===== src/rtl/seq_detect_prog.sv =====
// seq_detect_prog: run-time programmable serial pattern detector.
//
// Watches a qualified serial bit stream for a programmable pattern of 1..MAX_LEN bits and
// raises a registered single-cycle pulse one clock after the completing bit is sampled.
// Overlapping and non-overlapping match modes are both supported.
//
// Optional feature macro: SEQ_MATCH_CNT_EN
//   defined   -> adds the saturating match_cnt output
//   undefined -> match_cnt port and counter are absent
//
// Ports:
//   clk          rising-edge clock
//   rst          synchronous, active-high reset
//   in_valid     in is sampled only when high
//   in           serial data bit
//   cfg_load     one-cycle strobe latching cfg_pattern / cfg_len / cfg_overlap
//   cfg_pattern  pattern, right-aligned; bit [len-1] is received first, bit [0] last
//   cfg_len      pattern length (valid range 1..MAX_LEN)
//   cfg_overlap  1 = overlapping, 0 = non-overlapping matches
//   out          registered match pulse
//   cfg_err      high while the active configuration has an invalid length
//   match_cnt    saturating match count (SEQ_MATCH_CNT_EN only)
module seq_detect_prog #(
    parameter int unsigned        MAX_LEN     = 8,
    parameter logic [MAX_LEN-1:0] DEF_PATTERN = MAX_LEN'(8'b0000_0101),
    parameter int unsigned        DEF_LEN     = 3,
    parameter bit                 DEF_OVERLAP = 1'b1,
    parameter int unsigned        CNT_W       = 8,
    localparam int unsigned       LEN_W       = $clog2(MAX_LEN + 1)
) (
    input  logic               clk,
    input  logic               rst,
    input  logic               in_valid,
    input  logic               in,
    input  logic               cfg_load,
    input  logic [MAX_LEN-1:0] cfg_pattern,
    input  logic [LEN_W-1:0]   cfg_len,
    input  logic               cfg_overlap,
    output logic               out,
    output logic               cfg_err
`ifdef SEQ_MATCH_CNT_EN
    ,
    output logic [CNT_W-1:0]   match_cnt
`endif
);

    // Elaboration-time sanity check of the parameter set.
    if (MAX_LEN < 2 || DEF_LEN < 1 || DEF_LEN > MAX_LEN || CNT_W < 1) begin : g_param_check
        $error("seq_detect_prog: illegal parameter combination");
    end

    localparam logic [LEN_W-1:0] MaxLenW = LEN_W'(MAX_LEN);

    // Active configuration
    logic [MAX_LEN-1:0] pattern_q;
    logic [LEN_W-1:0]   len_q;
    logic               overlap_q;
    logic               cfg_err_q;

    // Detector state
    logic [MAX_LEN-1:0] history_q, history_d;
    logic [LEN_W-1:0]   fill_q, fill_d;
    logic               out_q;

    // Combinational helpers
    logic               cfg_len_ok;
    logic               accept;
    logic [MAX_LEN-1:0] shifted;
    logic [LEN_W-1:0]   fill_inc;
    logic [MAX_LEN-1:0] len_mask;
    logic               match;

    always_comb begin
        cfg_len_ok = (cfg_len != '0) && (cfg_len <= MaxLenW);
        // Load has priority over data; an invalid configuration stalls the detector.
        accept     = in_valid && !cfg_load && !cfg_err_q;
        shifted    = {history_q[MAX_LEN-2:0], in};
        fill_inc   = (fill_q == MaxLenW) ? fill_q : fill_q + LEN_W'(1);

        // Only the low len bits take part in the compare.
        len_mask = '0;
        for (int i = 0; i < MAX_LEN; i++) begin
            len_mask[i] = (LEN_W'(i) < len_q);
        end

        match = accept
             && (((shifted ^ pattern_q) & len_mask) == '0)
             && (fill_inc >= len_q);

        history_d = history_q;
        fill_d    = fill_q;
        if (accept) begin
            history_d = shifted;
            // Non-overlapping mode restarts the fill count so the next match needs len new bits.
            fill_d    = (match && !overlap_q) ? '0 : fill_inc;
        end
    end

    always_ff @(posedge clk) begin
        if (rst) begin
            pattern_q <= DEF_PATTERN;
            len_q     <= LEN_W'(DEF_LEN);
            overlap_q <= DEF_OVERLAP;
            cfg_err_q <= 1'b0;
            history_q <= '0;
            fill_q    <= '0;
            out_q     <= 1'b0;
        end else if (cfg_load) begin
            pattern_q <= cfg_pattern;
            len_q     <= cfg_len;
            overlap_q <= cfg_overlap;
            cfg_err_q <= !cfg_len_ok;
            history_q <= '0;
            fill_q    <= '0;
            out_q     <= 1'b0;
        end else begin
            history_q <= history_d;
            fill_q    <= fill_d;
            out_q     <= match;
        end
    end

    assign out     = out_q;
    assign cfg_err = cfg_err_q;

`ifdef SEQ_MATCH_CNT_EN
    localparam logic [CNT_W-1:0] CntMax = {CNT_W{1'b1}};

    logic [CNT_W-1:0] match_cnt_q;

    always_ff @(posedge clk) begin
        if (rst || cfg_load) begin
            match_cnt_q <= '0;
        end else if (match && (match_cnt_q != CntMax)) begin
            match_cnt_q <= match_cnt_q + CNT_W'(1);
        end
    end

    assign match_cnt = match_cnt_q;
`endif

endmodule


===== config.mk =====
export PLATFORM = sky130hd
export DESIGN_NAME = seq_detect_prog
export DESIGN_NICKNAME = d
export VERILOG_FILES = /design/src/rtl/seq_detect_prog.sv
export SDC_FILE = /design/constraint.sdc
export NUM_CORES = 1
export LEC_CHECK = 0
export CORE_MARGIN = 8
export CORE_UTILIZATION = 65
export DETAILED_ROUTE_END_ITERATION = 10
export DONT_BUFFER_PORTS = 1
export HOLD_SLACK_MARGIN = 0.06
export PLACE_DENSITY = 0.81
export SLEW_MARGIN = 20
export SYNTH_ARGS = -nofsm -noshare
export SYNTH_HDL_FRONTEND = slang
export SYNTH_SLANG_ARGS = --single-unit
export TNS_END_PERCENT = 20

===== constraint.sdc =====
create_clock -name clk -period 3.8 [get_ports clk]
set_clock_uncertainty 0.05 [all_clocks]
set_input_delay 0 -clock clk [delete_from_list [all_inputs] [get_ports clk]]
set_output_delay 0 -clock clk [all_outputs]
set_load 0.05 [all_outputs]

Word level (Yosys, flattened, before mapping)
Index checks and enable logic that the tools add are counted.
{ "op_classes": {"n_addsub": 1, "mul": 0, "div_mod_pow": 0, "order_cmp": 10, "n_eq_ne": 1, "n_shift": 0, "mux": 2, "bitwise_logic": 2, "n_reduce_logical": 13} }
{ "ops": {"columns": ["cell", "count"], "rows": [
  ["3-bit by 4-bit less-than comparator with 1-bit output, first input constant", 4],
  ["8-bit bitwise AND", 1],
  ["8-bit logical NOT", 1],
  ["1-bit by 4-bit less-than comparator with 1-bit output, first input constant", 2],
  ["2-bit by 4-bit less-than comparator with 1-bit output, first input constant", 2],
  ["4-bit 2-to-1 mux", 2],
  ["8-bit bitwise XOR", 1],
  ["1-bit logical AND", 6],
  ["4-bit by 1-bit adder with 4-bit output, second input constant", 1],
  ["4-bit == test, second input constant", 1],
  ["4-bit >= comparator", 1],
  ["4-bit less-or-equal comparator, second input constant", 1],
  ["1-bit logical NOT", 4],
  ["4-bit nonzero test", 1],
  ["2-bit OR reduction", 1]
]} }
{ "word_totals": {"regBits": 26, "latchBits": 0, "ramBits": 0, "mem_bits_ro": 0, "word_cells": 36, "mem_count": 0} }

Logic depth before layout (Yosys ltp)
{ "logic_depth": {"word_depth": 7, "mapped_depth": 11, "depth_no_buf": 11} }

Least setup slack after synthesis
Ideal clock, no wire load.
{ "synth_path": {"path_type": "reg2reg", "from": "reg fill_q[0]", "to": "reg fill_q[2]", "arrival_ns": 2.418, "t_required_ns": 3.633, "setup_slack_ns": 1.214, "stages_incl_launch_ff": 12, "period_less_slack_ns": 2.586, "cell_sequence": "dfxtp_1 > inv_1 > ha_1 > nand2_1 > nor2_1 > nor2_1 > ha_1 > o21a_1 > o22ai_1 > or3_1 > or4_4 > a32o_1"} }
{ "synth_via": {"elab_chain_len": 6, "elab_cells_between_ends": 7, "classes_between": "add/sub (1); order compare (1); eq/ne (1); mux (2); reduce/logical (2)"} }
{ "synth_rtl": {"columns": ["element", "line_no", "text"], "rows": [
  ["from (decl)", "62", "logic [LEN_W-1:0] fill_q, fill_d;"],
  ["from (signal assigned)", "118", "fill_q <= fill_d;"],
  ["4-bit by 1-bit adder with 4-bit output / 4-bit == test (equally long branches)", "78", "fill_inc = (fill_q == MaxLenW) ? fill_q : fill_q + LEN_W'(1);"],
  ["4-bit 2-to-1 mux (*)", "78", null],
  ["4-bit >= comparator", "88", "&& (fill_inc >= len_q);"],
  ["1-bit logical AND", "88", null],
  ["1-bit logical AND", "95", "fill_d = (match && !overlap_q) ? '0 : fill_inc;"],
  ["4-bit 2-to-1 mux (*)", "95", null]
]} }
Mark *: on every way between the ends. The rest lies on a longest branch, timed or not.
A chain may end at the register's enable or synchronous reset.

Final worst setup path
{ "layout_path": {"from": "reg fill_q[0]", "to": "reg fill_q[3]"} }
Same word-level chain as after synthesis.

==> impl_summary.md <==
Run status
The flow ran to the end, and the final reports show no timing, DRC or antenna violations.

Worst setup path
The number of stages on the worst setup path is 11. The worst stage delay on the critical path is 530 ps. Along the worst path, the maximum fanout reaches 6.

The worst setup path is launched from a flop. The worst register-to-register path has a depth of 11. The cell class contributing the biggest share of worst-path delay is simple AND/OR/NAND/NOR gates. The kind of critical path is flop to flop. The count of buffering cells on the critical path with inverters included is 1.

The critical path data arrival time is 3030 ps. STA puts the critical path data required time at 3980 ps. The worst setup path is captured at a flop. For this design, the slowest cell found on the critical path is sky130_fd_sc_hd__or4_4. The critical path goes through inv_1, ha_1, nand2_1, nor2_1, nor2_1, ha_1, o21a_1, o22ai_1, or3_1, or4_4, a32o_1.

Synth
The number of library cell types mapped by synthesis is 29. After synthesis the cells add up to 0.00124 mm². By area, the combinational part of the netlist is dominated by simple AND/OR/NAND/NOR gates. Of the total synthesized cell area, the portion taken by full adders, half adders and majority gates is 6.04%. The fraction of synthesis flops using an asynchronous set or reset pin is 0%.

After synthesis, the largest area contributor takes up 41.9% of total cell area. After technology mapping, the gate count stands at 141. The total of warnings raised by yosys is 0. The most common flop cell mapped by yosys is sky130_fd_sc_hd__dfxtp_1. Yosys attributes the largest share of cell area to sky130_fd_sc_hd__dfxtp_1 42%, sky130_fd_sc_hd__mux2i_1 9.7%, sky130_fd_sc_hd__nand2_1 6.6%. The share of the synthesized netlist area taken by xor and xnor gates is 8.45%. The average size of a mapped cell is 8.82 µm². In the synthesized netlist, the cells that appear most often are 26 x sky130_fd_sc_hd__dfxtp_1, 22 x sky130_fd_sc_hd__nand2_1, 14 x sky130_fd_sc_hd__nor2_1. The post-synthesis net count is 165. In this run, synthesis inferred 0 flip-flops with an integrated enable. The post-synthesis simple-gate area fraction is 17.6%. Sequential elements use 41.9% of the synthesized area.

The most instantiated library cell after synthesis is sky130_fd_sc_hd__dfxtp_1. The multiplexer share of the synthesized area is 9.66%. The area fraction in compound gates after synthesis is 12.8%. Summed over all instances, the cell type with the most area after synthesis is sky130_fd_sc_hd__dfxtp_1. Counting flops and latches in the post-synthesis netlist gives 26.

STA
Setup violations remaining at the end of the flow were counted as 0. In the finished design, the share of the clock period the worst path needs comes to 75.0%. The post-layout minimum cycle time is 2850 ps. The number of max-slew violations in the final report is 0. The worst slew margin relative to its limit is 63.4%. The count of final hold-check violations is 0. The least setup slack across all paths after layout is 949 ps. The pin slew with the least headroom to its limit is 548 ps.

Derived from the worst setup path, the maximum achievable clock frequency is 0.351 GHz. In the final timing run, aggregate negative setup slack is 0 ps. Setup repair after global routing left no endpoint under its margin.

Die
In this run the count of I/O pins placed on the die edge is 20. The total area inside the core boundary comes to 0.00188 mm². From bottom edge to top edge, the die measures 59.7 µm. The chip width is 59.7 µm.

The floorplan has 16 rows. The initial core utilization is 66.1%. The overall die area is 0.00357 mm².

Pwr
The worst IR drop on VDD is 0.000331 V. Per report_power, the clock group accounts for 33.6% of the total. The leakage power figure is 0.624 nW. The internal power is 0.432 mW. Net switching is 23.2% of the power. The share of total power dissipated in combinational logic is 13.8%. The sequential cell fraction of total power is 52.5%. The power density of the placed cells is 356 mW/mm². For this design the total switching power over the nets is 0.131 mW.

Worst hold path
The worst hold-check path type is primary input to flop. The worst hold path passes through 3 cells.

Clocking
The clock slew at the register clock pins of the worst setup and hold paths is 150 ps. In this run the number of H-tree levels came out at 1. The number of sinks driven by the clock tree is 26. The CTS root buffer is sky130_fd_sc_hd__clkbuf_4. The clock reaches the later pin of the worst-skew pair after 320 ps. The maximum count of clock buffers along a single path is 2. Counting the buffers created by CTS gives 3.

TritonCTS built the clock tree.

Final layout
After routing the design area is 0.00158 mm². The net count of the finished layout is 192. Cells with a size suffix above 1 make up 3.59% of the layout.

0 antenna diodes ended up in the layout. Counting the fill cells in the layout gives 110. The core utilization of the finished layout is 84.0%. The non-filler instance count after layout is 194. The growth of design area from synthesis to finish is 27.2%.

Global routing
The largest net degree at the start of global routing is 16. The initial antenna violation count is 0. The via count of the first global-routing pass is 1200. The global-route usage over all layers is 20.1%.

The total overflow left after global routing is 0. The first global-routing pass estimated 5490 µm of wire.

Routing
The number of DRC violations after detailed-routing iteration 0 is 33. The number of design rule violations left after detail routing is 0. After detailed routing, the average wire length per cell comes to 17.1 µm. The routed wire length is 3310 µm. After detailed routing, no signal wire sits above met4. In the routed layout, each cell is associated on average with a via count of 5.75. Detailed routing placed a total of 1690 µm of wire on met2. The detailed router placed 1116 vias in this run. The first-pass detailed-route iteration total is 4. In the final routing, the length of wire on met1 measures 1320 µm. The count of nets left with antenna violations once routing finished came out at 0. Summed over all nets, wire length on met3 after detailed routing comes to 201 µm.

Place
The number of cells after detailed placement is 163. The placed instance area is 0.00126 mm². Timing analysis after detailed placement gives a worst setup slack of 995 ps. Buffers placed on the I/O ports in this run total 0. The wire-length estimate of the detail-placed layout is 1960 µm. The congestion estimate from routability-driven global placement came to 0.850.

Job
The max-capacitance violation count is 0.
==> stage by stage <==
step,hold slack (ps),total power [mW]
after floorplan,78.5,0.340
after global placement,23.3,0.343
after detailed placement,26.4,0.345
after CTS,286,0.561
after global routing,314,0.580
final,302,0.563
==> worst paths after layout <==
check,startpoint,end,slack (ps)
worst min register to register,history_q[1],history_q[2],450
worst max register to register,fill_q[0],fill_q[3],950
worst min-delay path,cfg_len[0],len_q[0],300
worst max-delay path,fill_q[0],fill_q[3],950
==> power groups by stage <==
stage	registers (mW)	logic, mW	clock network (mW)
6_report	0.295	0.0778	0.189
5_1_grt	0.297	0.0849	0.198
4_1_cts	0.295	0.0732	0.193
3_5_place_dp	0.301	0.0443	0
3_3_place_gp	0.300	0.0423	0
2_1_floorplan	0.298	0.0421	0
==> final cells by class <==
class	count	area (µm²)	area share, %
Multi-Input combinational cell	103	678	42.9
Inverter	7	26.3	1.66
Tap cell	27	33.8	2.14
Clock buffer	3	22.5	1.42
Timing Repair Buffer	27	270	17.1
Clock inverter	1	30.0	1.90
Sequential cell	26	520	32.9
==> placed cells by master, fill, tap and decap left out, drive strengths merged, types with 2 or more instances in the layout <==
cell	synthesis	routed
a32o	3	3
dlygate4sd3	0	27
ha	6	6
xor2	3	3
nor2	14	14
a21oi	10	10
or3	2	2
clkbuf	4	3
o22ai	2	2
dfxtp	26	26
xnor2	9	9
nor3	3	3
inv	7	7
nand2b	2	2
and2	2	2
o21ai	2	2
mux2i	12	12
nand2	22	22
==> cells by family after synthesis <==
group           after synthesis
buf+inv                      12
xor+xnor                     12
compound gates               24
flops                        26
fa+ha+maj                     6
mux                          12
simple gates                 49
==> metal layers <==
layer	up-vias	global-route usage [%]
met3	14	4.30
met4	0	9.52
met1	521	22.1
li1	529	-
met2	52	35.4
met5	-	0
==> repair_timing <==
| action | 4_1_cts | 5_1_grt |
|---|---|---|
| hold buffers | 27 | 0 |
| endpoints found under the hold margin | 26 | 0 |
| gates resized for setup | 0 | 0 |
| buffers inserted | 0 | 0 |
==> state kept, by name, indices dropped and copies added, names as in the netlist <==
signal and cells:
overlap_q 1, out 1, cfg_err 1, fill_q 4
len_q 4, history_q 7, pattern_q 8
==> tightest hold or removal path, stage by stage <==
cell and delay, ps:
sky130_fd_sc_hd__dlygate4sd3_1 520, sky130_fd_sc_hd__mux2i_1 60, sky130_fd_sc_hd__nand2_1 60
Power figures use the tool's default switching activity.
